File: src/rtl/mem_arb_pkg.sv
// Shared encodings for the memory port arbiter: FSM states, owner codes
// and the read value returned when the watchdog abandons an access.
package mem_arb_pkg;

  localparam logic [1:0] ST_IDLE   = 2'd0;
  localparam logic [1:0] ST_BUSY_D = 2'd1;
  localparam logic [1:0] ST_BUSY_I = 2'd2;

  typedef enum logic [1:0] {
    OWNER_NONE = 2'd0,
    OWNER_DM   = 2'd1,
    OWNER_IF   = 2'd2
  } owner_e;

  // An aborted access reports an all-zero read word, built by replicating this bit.
  localparam logic ABORT_RDATA_BIT = 1'b0;

  // Which requester owns the memory port in a given FSM state.
  function automatic owner_e state_owner(input logic [1:0] st);
    owner_e owner;
    case (st)
      ST_BUSY_D: owner = OWNER_DM;
      ST_BUSY_I: owner = OWNER_IF;
      default:   owner = OWNER_NONE;
    endcase
    return owner;
  endfunction

endpackage

File: src/rtl/mem_arb_watchdog.sv
// Watchdog counter for the memory port arbiter. It counts cycles spent
// waiting on the memory and flags expiry on the TIMEOUT-th waiting cycle,
// so the arbiter can abandon the access on that same clock edge.
module mem_arb_watchdog
  import mem_arb_pkg::*;
#(
  parameter int TIMEOUT = 16
) (
  input  logic clk,
  input  logic rst_n,
  input  logic clear,
  input  logic enable,
  output logic expire
);

  localparam int CW = $clog2(TIMEOUT + 1);

  logic [CW-1:0] count;

  assign expire = enable && (count == CW'(TIMEOUT - 1));

  // Count waiting cycles; restart whenever the port is not busy.
  always_ff @(posedge clk or negedge rst_n) begin
    if (!rst_n) begin
      count <= '0;
    end else if (clear) begin
      count <= '0;
    end else if (enable && !expire) begin
      count <= count + CW'(1);
    end
  end

endmodule

File: src/rtl/mem_port_arbiter.sv
// Memory port arbiter: shares one single-port memory between instruction
// fetch and the data stage. One transaction runs at a time. Data accesses
// win over fetches. Results are held in done flags and read registers until
// the pipeline advances. stall_o freezes the pipeline while any request is
// still outstanding.
// Optional feature: define MEM_ARB_TIMEOUT_EN to build the watchdog. The
// watchdog abandons accesses the memory never acknowledges and raises a
// sticky err_o. Without it, err_o is tied low.
module mem_port_arbiter
  import mem_arb_pkg::*;
#(
  parameter int ADDR_W  = 32,
  parameter int DATA_W  = 32,
  parameter int TIMEOUT = 16
) (
  input  logic              clk_i,
  input  logic              rst_n_i,
  input  logic              if_req_i,
  input  logic [ADDR_W-1:0] if_addr_i,
  output logic [DATA_W-1:0] if_rdata_o,
  output logic              if_ack_o,
  input  logic              dm_req_i,
  input  logic              dm_we_i,
  input  logic [ADDR_W-1:0] dm_addr_i,
  input  logic [DATA_W-1:0] dm_wdata_i,
  output logic [DATA_W-1:0] dm_rdata_o,
  output logic              dm_ack_o,
  output logic              mem_req_o,
  output logic              mem_we_o,
  output logic [ADDR_W-1:0] mem_addr_o,
  output logic [DATA_W-1:0] mem_wdata_o,
  input  logic [DATA_W-1:0] mem_rdata_i,
  input  logic              mem_ack_i,
  output logic              stall_o,
  output logic              err_o
);

  if (TIMEOUT < 2 || TIMEOUT > 255) begin : g_timeout_range
    $error("mem_port_arbiter: TIMEOUT must lie in 2..255");
  end

  logic [1:0]        state;
  logic              if_done;
  logic              dm_done;
  logic [DATA_W-1:0] if_rdata_q;
  logic [DATA_W-1:0] dm_rdata_q;
  owner_e            owner;
  logic              busy;
  logic              start_dm;
  logic              start_if;
  logic              abort;
  logic              finish;
  logic [DATA_W-1:0] capture;

  assign owner    = state_owner(state);
  assign busy     = (owner != OWNER_NONE);
  assign stall_o  = (if_req_i & ~if_done) | (dm_req_i & ~dm_done);
  assign start_dm = (state == ST_IDLE) && dm_req_i && !dm_done;
  assign start_if = (state == ST_IDLE) && !start_dm && if_req_i && !if_done;
  assign finish   = busy && (mem_ack_i || abort);

  // Writes and aborted accesses both hand back a zero read word.
  assign capture = (mem_ack_i && !mem_we_o) ? mem_rdata_i : {DATA_W{ABORT_RDATA_BIT}};

  assign if_ack_o   = if_done;
  assign dm_ack_o   = dm_done;
  assign if_rdata_o = if_rdata_q;
  assign dm_rdata_o = dm_rdata_q;

`ifdef MEM_ARB_TIMEOUT_EN
  logic expire;
  logic err_q;

  mem_arb_watchdog #(
    .TIMEOUT (TIMEOUT)
  ) u_watchdog (
    .clk    (clk_i),
    .rst_n  (rst_n_i),
    .clear  (!busy),
    .enable (busy),
    .expire (expire)
  );

  // A real acknowledge on the expiry cycle still counts as success.
  assign abort = expire && !mem_ack_i;
  assign err_o = err_q;

  // Sticky error: once an access has been abandoned it stays set until reset.
  always_ff @(posedge clk_i or negedge rst_n_i) begin
    if (!rst_n_i) begin
      err_q <= 1'b0;
    end else if (abort) begin
      err_q <= 1'b1;
    end
  end
`else
  assign abort = 1'b0;
  assign err_o = 1'b0;
`endif

  // Transaction sequencer: pick a requester in IDLE, hold the memory outputs while busy.
  always_ff @(posedge clk_i or negedge rst_n_i) begin
    if (!rst_n_i) begin
      state       <= ST_IDLE;
      mem_req_o   <= 1'b0;
      mem_we_o    <= 1'b0;
      mem_addr_o  <= '0;
      mem_wdata_o <= '0;
    end else begin
      case (state)
        ST_IDLE: begin
          if (start_dm) begin
            state       <= ST_BUSY_D;
            mem_req_o   <= 1'b1;
            mem_we_o    <= dm_we_i;
            mem_addr_o  <= dm_addr_i;
            mem_wdata_o <= dm_wdata_i;
          end else if (start_if) begin
            state       <= ST_BUSY_I;
            mem_req_o   <= 1'b1;
            mem_we_o    <= 1'b0;
            mem_addr_o  <= if_addr_i;
            mem_wdata_o <= '0;
          end
        end
        ST_BUSY_D, ST_BUSY_I: begin
          if (finish) begin
            state     <= ST_IDLE;
            mem_req_o <= 1'b0;
          end
        end
        default: begin
          state     <= ST_IDLE;
          mem_req_o <= 1'b0;
        end
      endcase
    end
  end

  // Done flags and read registers. A completing access sets its flag even if
  // the pipeline advances on the same edge; any stall-free edge clears the flags.
  always_ff @(posedge clk_i or negedge rst_n_i) begin
    if (!rst_n_i) begin
      if_done    <= 1'b0;
      dm_done    <= 1'b0;
      if_rdata_q <= '0;
      dm_rdata_q <= '0;
    end else begin
      if (!stall_o) begin
        if_done <= 1'b0;
        dm_done <= 1'b0;
      end
      if (finish && owner == OWNER_DM) begin
        dm_done    <= 1'b1;
        dm_rdata_q <= capture;
      end
      if (finish && owner == OWNER_IF) begin
        if_done    <= 1'b1;
        if_rdata_q <= capture;
      end
    end
  end

endmodule

File: config.mk
export PLATFORM = sky130hd
export DESIGN_NAME = mem_port_arbiter
export DESIGN_NICKNAME = d
export VERILOG_FILES = /design/src/rtl/mem_arb_pkg.sv /design/src/rtl/mem_arb_watchdog.sv /design/src/rtl/mem_port_arbiter.sv
export SDC_FILE = /design/constraint.sdc
export NUM_CORES = 1
export LEC_CHECK = 0
export CORE_ASPECT_RATIO = 1.4
export CORE_MARGIN = 4
export CORE_UTILIZATION = 35
export CTS_CLUSTER_SIZE = 12
export DETAILED_ROUTE_END_ITERATION = 16
export PLACE_DENSITY_LB_ADDON = 0.2
export SLEW_MARGIN = 20
export SYNTH_ARGS = -nofsm -noshare
export SYNTH_HDL_FRONTEND = slang
export SYNTH_HIERARCHICAL = 1
export SYNTH_SLANG_ARGS = --single-unit
File: constraint.sdc
create_clock -name clk_i -period 2.05 [get_ports clk_i]
set_input_delay 0.41 -clock clk_i [delete_from_list [all_inputs] [get_ports clk_i]]
set_output_delay 0.41 -clock clk_i [all_outputs]
set_load 0.02 [all_outputs]
==> impl_metrics.ini, run 1 <==
[placement]
dp_hpwl_um = 12100
gp_congestion = 0.811
placed_area_um2 = 8200
io_buffer_count = 266

[critical_path]
critical-path-top-delay-family = buffers and inverters
arrival_ps = 1520
end_kind = primary output
crit_chain = clkdlybuf4s50_1
slowest_delay_ps = 650
worstSetupPathType = reg -> out
critPathRequiredTime_ps = 1640
crit_slowest_cell = clkdlybuf4s50_1
path_max_fanout = 5
setup.worst_path.start_class = flip-flop
worst-path-buf-inv = 1

[grt]
grt_pass1_vias = 4906
grt_max_degree = 66
grt_usage_pct = 19.1
overflow = 0
grt_pass1_wl_um = 25600
antenna_found_initial = 1

[timing]
hold_viol = 0
worstMarginPinSlew_ps = 590
worst_clock_skew_ps = 7.46
relSlewSlack_pct = 60.7
max_clock_freq_mhz = 518
min_period_over_period_pct = 94.2
rsz0062_at_grt = false
slew_viol_final = 0
setup_viol = 0
min_period_ps = 1930

[routing]
viasPerCell = 4.88
firstDrtPassIters = 4
wl_um = 16200
ant_nets = 0
drtIter0Drc = 258
wl_per_cell_um = 17.5
num_vias = 4536
drcViolationCount = 0

[floorplanning]
initial_core_util_pct = 35.9
die_area_um2 = 17000
row_count = 52
boundaryPins = 268
core_um2 = 14600
die_h_um = 153
die_x_um = 111

[synthesis]
syn_inst = 458
synth_top_family_by_area = compound AO/OA/AOI/OAI gates
seq_area_frac_synth_pct = 64.1
muxShareOfSynthArea_pct = 0
synth_xor_area_share_pct = 0
syn-num-nets = 595
synth_cell_type_count = 27
yosys.area_share.adder_pct = 0.717
yosysTopAreaCell = dfrtp_1
synthesis.area_um2 = 5240
avgSynthCellArea_um2 = 11.4
ys_ff_latch = 134
synth_warnings = 6
synthSimpleGateAreaFrac_pct = 12.6
synthTopCellsByArea = dfrtp_1 (64%), nand2_1 (7.3%), o21ai_0 (6.2%)
synth_top_area_share_pct = 64.1
synth-compound-area-share_pct = 18.6

[layout]
layout_common_cells = clkdlybuf4s50_1 (264), dfrtp_1 (134), nand2_1 (102), o21ai_0 (65), a22o_1 (33)
multi_input_area_um2 = 1710
layout-drive-gt1-share_pct = 7.71
design_area_um2 = 8770
fill_cells = 1249
layout.nets = 864
area_delta_synth_final_pct = 67.5
final_common_cell = clkdlybuf4s50_1
ff_latch_area_um2 = 3350

[clock_network]
clk_path_buf_depth = 2
root_buffer = clkbuf_16
h-tree-depth = 4
numCtsBuffers = 17
cts.clk_slew.worst_paths_ps = 60
tritoncts = done
cts.sinks = 134
clock_latency_ps = 420
cts_setup_buffers = 0

[min_path]
hold_class = in -> async

[power_and_ir_drop]
powerDensity_nw_per_um2 = 1520
power_mw = 13.3
irDropWorstVdd_mv = 0.723
power.leakage_nw = 3.80

[run]
maxCapViolCount = 0

[outcome]
outcome = finished clean
-- per-layer routing --
layer  track usage (%)  share of wire (%)  vias up
met4              8.00                3.2        0
met2              33.6                 53      175
li1                  -                  -     2139
met3              6.36                6.7       31
met5                 0                  0        -
met1              21.1                 37     2191
-- registers in the layout (all words and copies together), names as in the netlist --
name,flops
if_rdata_o,32
mem_req_o,1
dm_rdata_o,32
state,2
mem_we_o,1
dm_ack_o,1
if_ack_o,1
mem_wdata_o,32
mem_addr_o,32
-- cell families (layout without fill, tap and decap cells) --
| group | Yosys count | count (layout) |
|---|---|---|
| AOI/OAI and AO/OA | 136 | 136 |
| DFF | 134 | 134 |
| buffers and inverters | 39 | 320 |
| adders and majority gates | 3 | 3 |
| other | 1 | 2 |
| and+or+nand+nor | 145 | 145 |
-- through the flow --
stage	instances	TNS [ps]	util (%)	setup WS, ps	hold slack, ps
global route	929	0	60.2	56.0	494
detailed placement	896	-105	56.3	-16.9	383
floorplan	458	0	-	467	114
finish	929	0	60.2	118	478
CTS	928	0	60.2	90.6	482
global placement	896	0	56.3	6.03	381
-- synthesized netlist by cell type --
cell and instances:
o21ai_0 65, buf_4 2, o21ai_1 1, nor2b_1 3, dfrtp_1 134, conb_1 1
a221o_1 32, nand2b_1 2, a21oi_1 1, buf_6 5, o22a_1 1, nand2_1 102
nor3_2 1, buf_2 12, inv_1 3, o21a_1 1, nor2b_4 1, and2_0 17
o22ai_1 1, nand3_1 2, a31oi_1 1, and2_1 15, clkbuf_1 17, and3b_1 1
a22o_1 33, nor2_1 1, ha_1 3
-- final timing paths --
path                       cells after the start         endpoint  slack (ps)           start
min in group clk_i                             2   dm_rdata_o[10]         480  dm_rdata_o[10]
setup / recovery                               1         dm_ack_o         120        dm_ack_o
max in group asynchronous                      3         mem_we_o         940         rst_n_i
hold reg to reg                                2   dm_rdata_o[10]         480  dm_rdata_o[10]
hold / removal                                 2  mem_wdata_o[25]         480         rst_n_i
setup reg to reg                               6  mem_wdata_o[21]         260        state[0]
-- repair_timing --
action,4_1_cts,5_1_grt
hold buffers,1,0
setup endpoints to repair,1,0
hold endpoints to repair,30,0
resized for setup,1,0
-- power by group --
group          internal (mW)  switching [mW]
Clock                   1.78            1.07
Combinational           3.02            3.09
Sequential              3.71           0.620
-- final cells by class --
class | count | share of cell area, %
clock inverter | 9 | 0.870
antenna | 1 | 0.0285
timing repair buffer | 286 | 33.1
multi-input combinational | 285 | 19.5
inverter | 3 | 0.128
clock buffer | 22 | 5.52
tap | 189 | 2.70
sequential | 134 | 38.2
Note: power is estimated with default switching activity, not from simulation.
==> inputs of run 2 (changes only) <==
--- a/config.mk
+++ b/config.mk
@@ -5,6 +5,7 @@
 export SDC_FILE = /design/constraint.sdc
 export NUM_CORES = 1
 export LEC_CHECK = 0
+export ABC_AREA = 1
 export CORE_ASPECT_RATIO = 1.4
 export CORE_MARGIN = 4
 export CORE_UTILIZATION = 35
==> run 2 against run 1 <==
Clock power rose by 19%; fmax rose by 2.7%; count of clock-buffer cells in the layout fell by 5; sequential share of layout area fell by 1.8 points; global-route usage fell by 0.26 points; die area rose by 7.3%; design area rose by 5.0%; area after synthesis rose by 7.8%; first-iteration DRC count rose by 3.9%; power rose by 4.8%; non-clock buffer count rose by 2; setup slack improved by 52 ps.
==> impl_metrics.ini, run 2 <==
[synthesis]
synth_cell_type_count = 19
synth_top_area_share_pct = 59.4
synth_warnings = 6
async_flop_share_pct = 100
synth_most_common_cell = nand2_1
syn-num-nets = 800
synthesis.area_um2 = 5650
yosysTopAreaCell = dfrtp_1
synth_ff_type = dfrtp_1
synth_common_cells = nand2_1 (366), dfrtp_1 (134), o21ai_1 (65)
synthTopCellsByArea = dfrtp_1 (59%), nand2_1 (24%), o21ai_1 (5.8%)
syn_inst = 663
seq_area_frac_synth_pct = 59.4
ys_ff_latch = 134
synth_edf_count = 0
avgSynthCellArea_um2 = 8.51

[timing]
slew_viol_final = 0
rsz0062_at_grt = false
min_period_ps = 1880
relSlewSlack_pct = 65.9
hold_viol = 0
max_clock_freq_mhz = 532
worstMarginPinSlew_ps = 512
min_period_over_period_pct = 91.7
worst_clock_skew_ps = 13.4
setup_viol = 0
whs_ps = 468

[routing]
drtIter0Drc = 268
num_vias = 5255
ant_nets = 0
wl_per_cell_um = 14.9
firstDrtPassIters = 4
drcViolationCount = 0
viasPerCell = 4.64
wl_um = 16900

[clock_network]
tritoncts = done
clock_latency_ps = 410
h-tree-depth = 4
root_buffer = clkbuf_16
clk_path_buf_depth = 2
cts.sinks = 134
cts.clk_slew.worst_paths_ps = 60
numCtsBuffers = 17

[critical_path]
crit_slowest_cell = clkdlybuf4s50_1
worst-path-buf-inv = 1
setup.worst_path.start_class = flip-flop
critical-path-top-delay-family = buffers and inverters
critPathRequiredTime_ps = 1640
worstSetupPathType = reg -> out
end_kind = primary output
crit_chain = clkdlybuf4s50_1
arrival_ps = 1470
path_max_fanout = 2
slowest_delay_ps = 640

[run]
maxCapViolCount = 0

[floorplanning]
row_count = 54
core_um2 = 15700
initial_core_util_pct = 35.9
die_x_um = 115
die_h_um = 158
die_area_um2 = 18300
boundaryPins = 268

[layout]
layout-drive-gt1-share_pct = 6.83
layout_common_cells = nand2_1 (366), clkdlybuf4s50_1 (264), dfrtp_1 (134), o21ai_1 (65), nand4_1 (33)
layout.nets = 1062
area_delta_synth_final_pct = 63.1
final_common_cell = nand2_1
finalNonFillerCells = 1133
n_antenna_cell = 0

[grt]
grt_pass1_wl_um = 27200
antenna_found_initial = 0
overflow = 0
grt_usage_pct = 18.9
grt_pass1_vias = 5290
grt_max_degree = 66

[placement]
gp_congestion = 0.820
io_buffer_count = 266
placed_cells = 1101
dp_hpwl_um = 11900

[power_and_ir_drop]
combinationalPowerShare_pct = 45.5
p_sw_mw = 5.29
sw_frac_of_total_pct = 38.0
p_int_mw = 8.64
powerDensity_nw_per_um2 = 1510
clockPowerShare_pct = 24.3
seq_power_share_pct = 30.2
irDropWorstVdd_mv = 0.675
power.leakage_nw = 4.35

[outcome]
outcome = finished clean

[min_path]
hold_class = reg -> reg
-- run 2: cell types whose count changed after synthesis, moves of 2 or more --
cell | previous run | this run
nand2b_1 | 2 | 0
clkbuf_1 | 17 | 6
o21ai_0 | 65 | 1
inv_2 | 0 | 4
and2_1 | 15 | 0
buf_2 | 12 | 30
a22o_1 | 33 | 0
o21ai_1 | 1 | 65
nor2b_1 | 3 | 0
nand2_2 | 0 | 2
nand4_1 | 0 | 33
and2_0 | 17 | 0
nand2_1 | 102 | 366
a221o_1 | 32 | 0
-- run 2: path summary, 6_finish.rpt --
path | startpoint | end | slack, ps | cells past startpoint
worst max-delay path | dm_ack_o | dm_ack_o | 170 | 1
worst min-delay path | mem_wdata_o[23] | mem_wdata_o[23] | 470 | 2
worst max register to register | dm_ack_o | mem_addr_o[15] | 410 | 8
worst min register to register | mem_wdata_o[23] | mem_wdata_o[23] | 470 | 2
max in group asynchronous | rst_n_i | dm_rdata_o[31] | 850 | 3
min in group asynchronous | rst_n_i | dm_rdata_o[25] | 540 | 2
-- run 2: per-layer routing --
layer | vias to the layer above | global-route usage (%) | wire, um
met1 | 2371 | 23.9 | 7090
met5 | - | 0 | 0
met3 | 23 | 5.78 | 1530
met2 | 234 | 30.3 | 7920
met4 | 0 | 7.27 | 349
li1 | 2627 | - | -
-- run 2: area by class of cell --
cell class | count | area, um^2
Multi-Input combinational cell | 477 | 2020
Fill cell | 1439 | 6530
Clock inverter | 14 | 224
Sequential cell | 134 | 3350
Tap cell | 196 | 245
Clock buffer | 17 | 425
Inverter | 7 | 26.3
Timing Repair Buffer | 288 | 2920
-- run 2: logic make-up (layout without fill, tap and decap cells) --
logic type | Yosys count | count (layout) | share of synthesized area [%]
other | 1 | 1 | 0.0664
DFF | 134 | 134 | 59.4
buffers and inverters | 52 | 326 | 5.05
and+or+nand+nor | 407 | 407 | 29.0
AOI/OAI and AO/OA | 66 | 66 | 5.85
adders and majority gates | 3 | 3 | 0.665
-- run 2: per-stage QoR --
stage / utilization, % / power, mW / setup TNS, ps / setup WS, ps / cell area [um^2]
after floorplan: - / 7.59 / 0 / 687 / 5650
final: 58.5 / 13.9 / 0 / 169 / 9210
after CTS: 58.5 / 14.1 / 0 / 151 / 9210
after global placement: 54.3 / 10.6 / -14.0 / -14.0 / 8550
after detailed placement: 54.3 / 10.7 / -179 / -30.8 / 8550
after global routing: 58.5 / 14.9 / 0 / 121 / 9210
-- run 2: what timing repair did --
| item | CTS | global route |
|---|---|---|
| hold endpoints to repair | 48 | 0 |
| gates resized for setup | 1 | 0 |
| endpoints found under the setup margin | 1 | 0 |
| setup buffers | 0 | 0 |
| hold buffers | 1 | 0 |
-- run 2: power groups by stage --
stage	clock, mW	sequential [mW]	combinational (mW)
2_1_floorplan	0	5.45	2.14
3_3_place_gp	0	4.21	6.38
3_5_place_dp	0	4.22	6.44
4_1_cts	3.46	4.21	6.45
5_1_grt	3.58	4.33	6.98
6_report	3.38	4.21	6.33
==> inputs of run 3 (changes only) <==
--- a/config.mk
+++ b/config.mk
@@ -6,9 +6,9 @@
 export NUM_CORES = 1
 export LEC_CHECK = 0
 export ABC_AREA = 1
-export CORE_ASPECT_RATIO = 1.4
 export CORE_MARGIN = 4
 export CORE_UTILIZATION = 35
+export CTS_BUF_LIST = sky130_fd_sc_hd__clkbuf_8
 export CTS_CLUSTER_SIZE = 12
 export DETAILED_ROUTE_END_ITERATION = 16
 export PLACE_DENSITY_LB_ADDON = 0.2
==> run 3 against run 2 <==
Worst hold slack improved by 6.2 ps; non-clock buffer count shrank 1; critical path type unchanged; via count is 0.76% lower; core utilization fell by 1.5 points; combinational power up 0.6%; global-route usage is 0.29 points lower; power fell by 7.4%.
==> impl_metrics.ini, run 3 (synthesis gave the netlist of run 2 again) <==
[routing]
drcViolationCount = 0
drtIter0Drc = 196
ant_nets = 0
wl_um = 16900
viasPerCell = 4.52
firstDrtPassIters = 6
num_vias = 5215
wl_per_cell_um = 14.6

[critical_path]
arrival_ps = 1480
setup.worst_path.start_class = flip-flop
critPathRequiredTime_ps = 1640
slowest_delay_ps = 630
worst-path-buf-inv = 1
path_max_fanout = 2
crit_slowest_cell = clkdlybuf4s50_1
crit_chain = clkdlybuf4s50_1
critical-path-top-delay-family = buffers and inverters
end_kind = primary output
worstSetupPathType = reg -> out

[timing]
finalSetupTns_ps = 0
worst_clock_skew_ps = 10.4
slew_viol_final = 0
min_period_over_period_pct = 92.2
setup_viol = 0
min_period_ps = 1890
layout_setup_ws_ps = 159
hold_viol = 0
max_clock_freq_mhz = 529
rsz0062_at_grt = false

[floorplanning]
boundaryPins = 268
die_x_um = 135
row_count = 46
die_area_um2 = 18200
die_h_um = 135
core_um2 = 15800
initial_core_util_pct = 35.7

[grt]
grt_usage_pct = 18.6
grt_max_degree = 66
grt_pass1_wl_um = 26500
grt_pass1_vias = 5018
overflow = 0
antenna_found_initial = 0

[layout]
n_antenna_cell = 0
area_delta_synth_final_pct = 59.8
layout_common_cells = nand2_1 (366), clkdlybuf4s50_1 (264), dfrtp_1 (134), o21ai_1 (65), nand4_1 (33)
layout-drive-gt1-share_pct = 6.83
final_common_cell = nand2_1
layout.nets = 1061

[power_and_ir_drop]
power.leakage_nw = 4.25
irDropWorstVdd_mv = 0.535
powerDensity_nw_per_um2 = 1430
power_mw = 12.9

[run]
maxCapViolCount = 0

[placement]
dp_hpwl_um = 12100
place_ws_ps = -43.8
io_buffer_count = 266
gp_congestion = 0.769

[clock_network]
numCtsBuffers = 17
tritoncts = done
cts.clk_slew.worst_paths_ps = 80
root_buffer = clkbuf_8
h-tree-depth = 4
clock_latency_ps = 440
cts.sinks = 134
clk_path_buf_depth = 2

[outcome]
outcome = finished clean

[min_path]
hold_class = reg -> reg
==> run 3: cell count changes in the layout (fill, tap and decap cells not counted), sizes merged <==
cell | before | now
inv | 11 | 9
clkbuf | 17 | 18
clkinv | 4 | 8
bufinv | 5 | 3
buf | 22 | 21
==> run 3: worst paths after layout <==
path | start | endpoint | slack, ps | cells past startpoint
worst min register to register | mem_wdata_o[24] | mem_wdata_o[24] | 470 | 2
max in group asynchronous | rst_n_i | mem_addr_o[16] | 920 | 3
worst max-delay path | mem_addr_o[0] | mem_addr_o[0] | 160 | 1
min in group asynchronous | rst_n_i | dm_rdata_o[6] | 500 | 2
worst max register to register | dm_ack_o | mem_addr_o[1] | 410 | 8
worst min-delay path | mem_wdata_o[24] | mem_wdata_o[24] | 470 | 2
==> run 3: area by class of cell <==
cell class                      count  area [um^2]
Inverter                            7         26.3
Multi-Input combinational cell    477         2020
Sequential cell                   134         3350
Clock buffer                       18          248
Tap cell                          216          270
Timing Repair Buffer              287         2940
Fill cell                        1472         6800
Clock inverter                     14          174
==> run 3: repair_timing <==
item / in CTS / in global routing
resized for setup: 1 / 0
setup endpoints to repair: 1 / 0
hold buffers: 1 / 0
endpoints found under the hold margin: 42 / 0
setup buffers: 0 / 0
==> run 3: routing by layer <==
metal	track usage, %	vias up	wire length [um]
met3	7.53	16	1620
met5	0	-	0
met1	23.1	2362	7130
met2	29.9	203	7890
li1	-	2634	-
met4	5.54	0	231
==> run 3: worst min-delay path, cell delays in order (launching register included) <==
cell     delay [ps]
dfrtp_1         340
nand2_1          50
nand2_1          50
==> run 3: report_power, final <==
group	total, mW	switching (mW)	internal (mW)	leakage (nW)
Combinational	6.37	3.56	2.82	2.29
Sequential	4.20	0.535	3.66	1.74
Clock	2.32	1.08	1.24	0.213
Total	12.9	5.17	7.72	4.25
==> run 3: metrics by stage <==
step	hold slack (ps)	utilization, %	instances	cell area [um^2]
after floorplan	114	-	663	5650
after global placement	375	54.3	1120	8590
after detailed placement	376	54.3	1120	8590
after CTS	464	57.0	1153	9020
after global routing	470	57.0	1153	9020
final	474	57.0	1153	9020
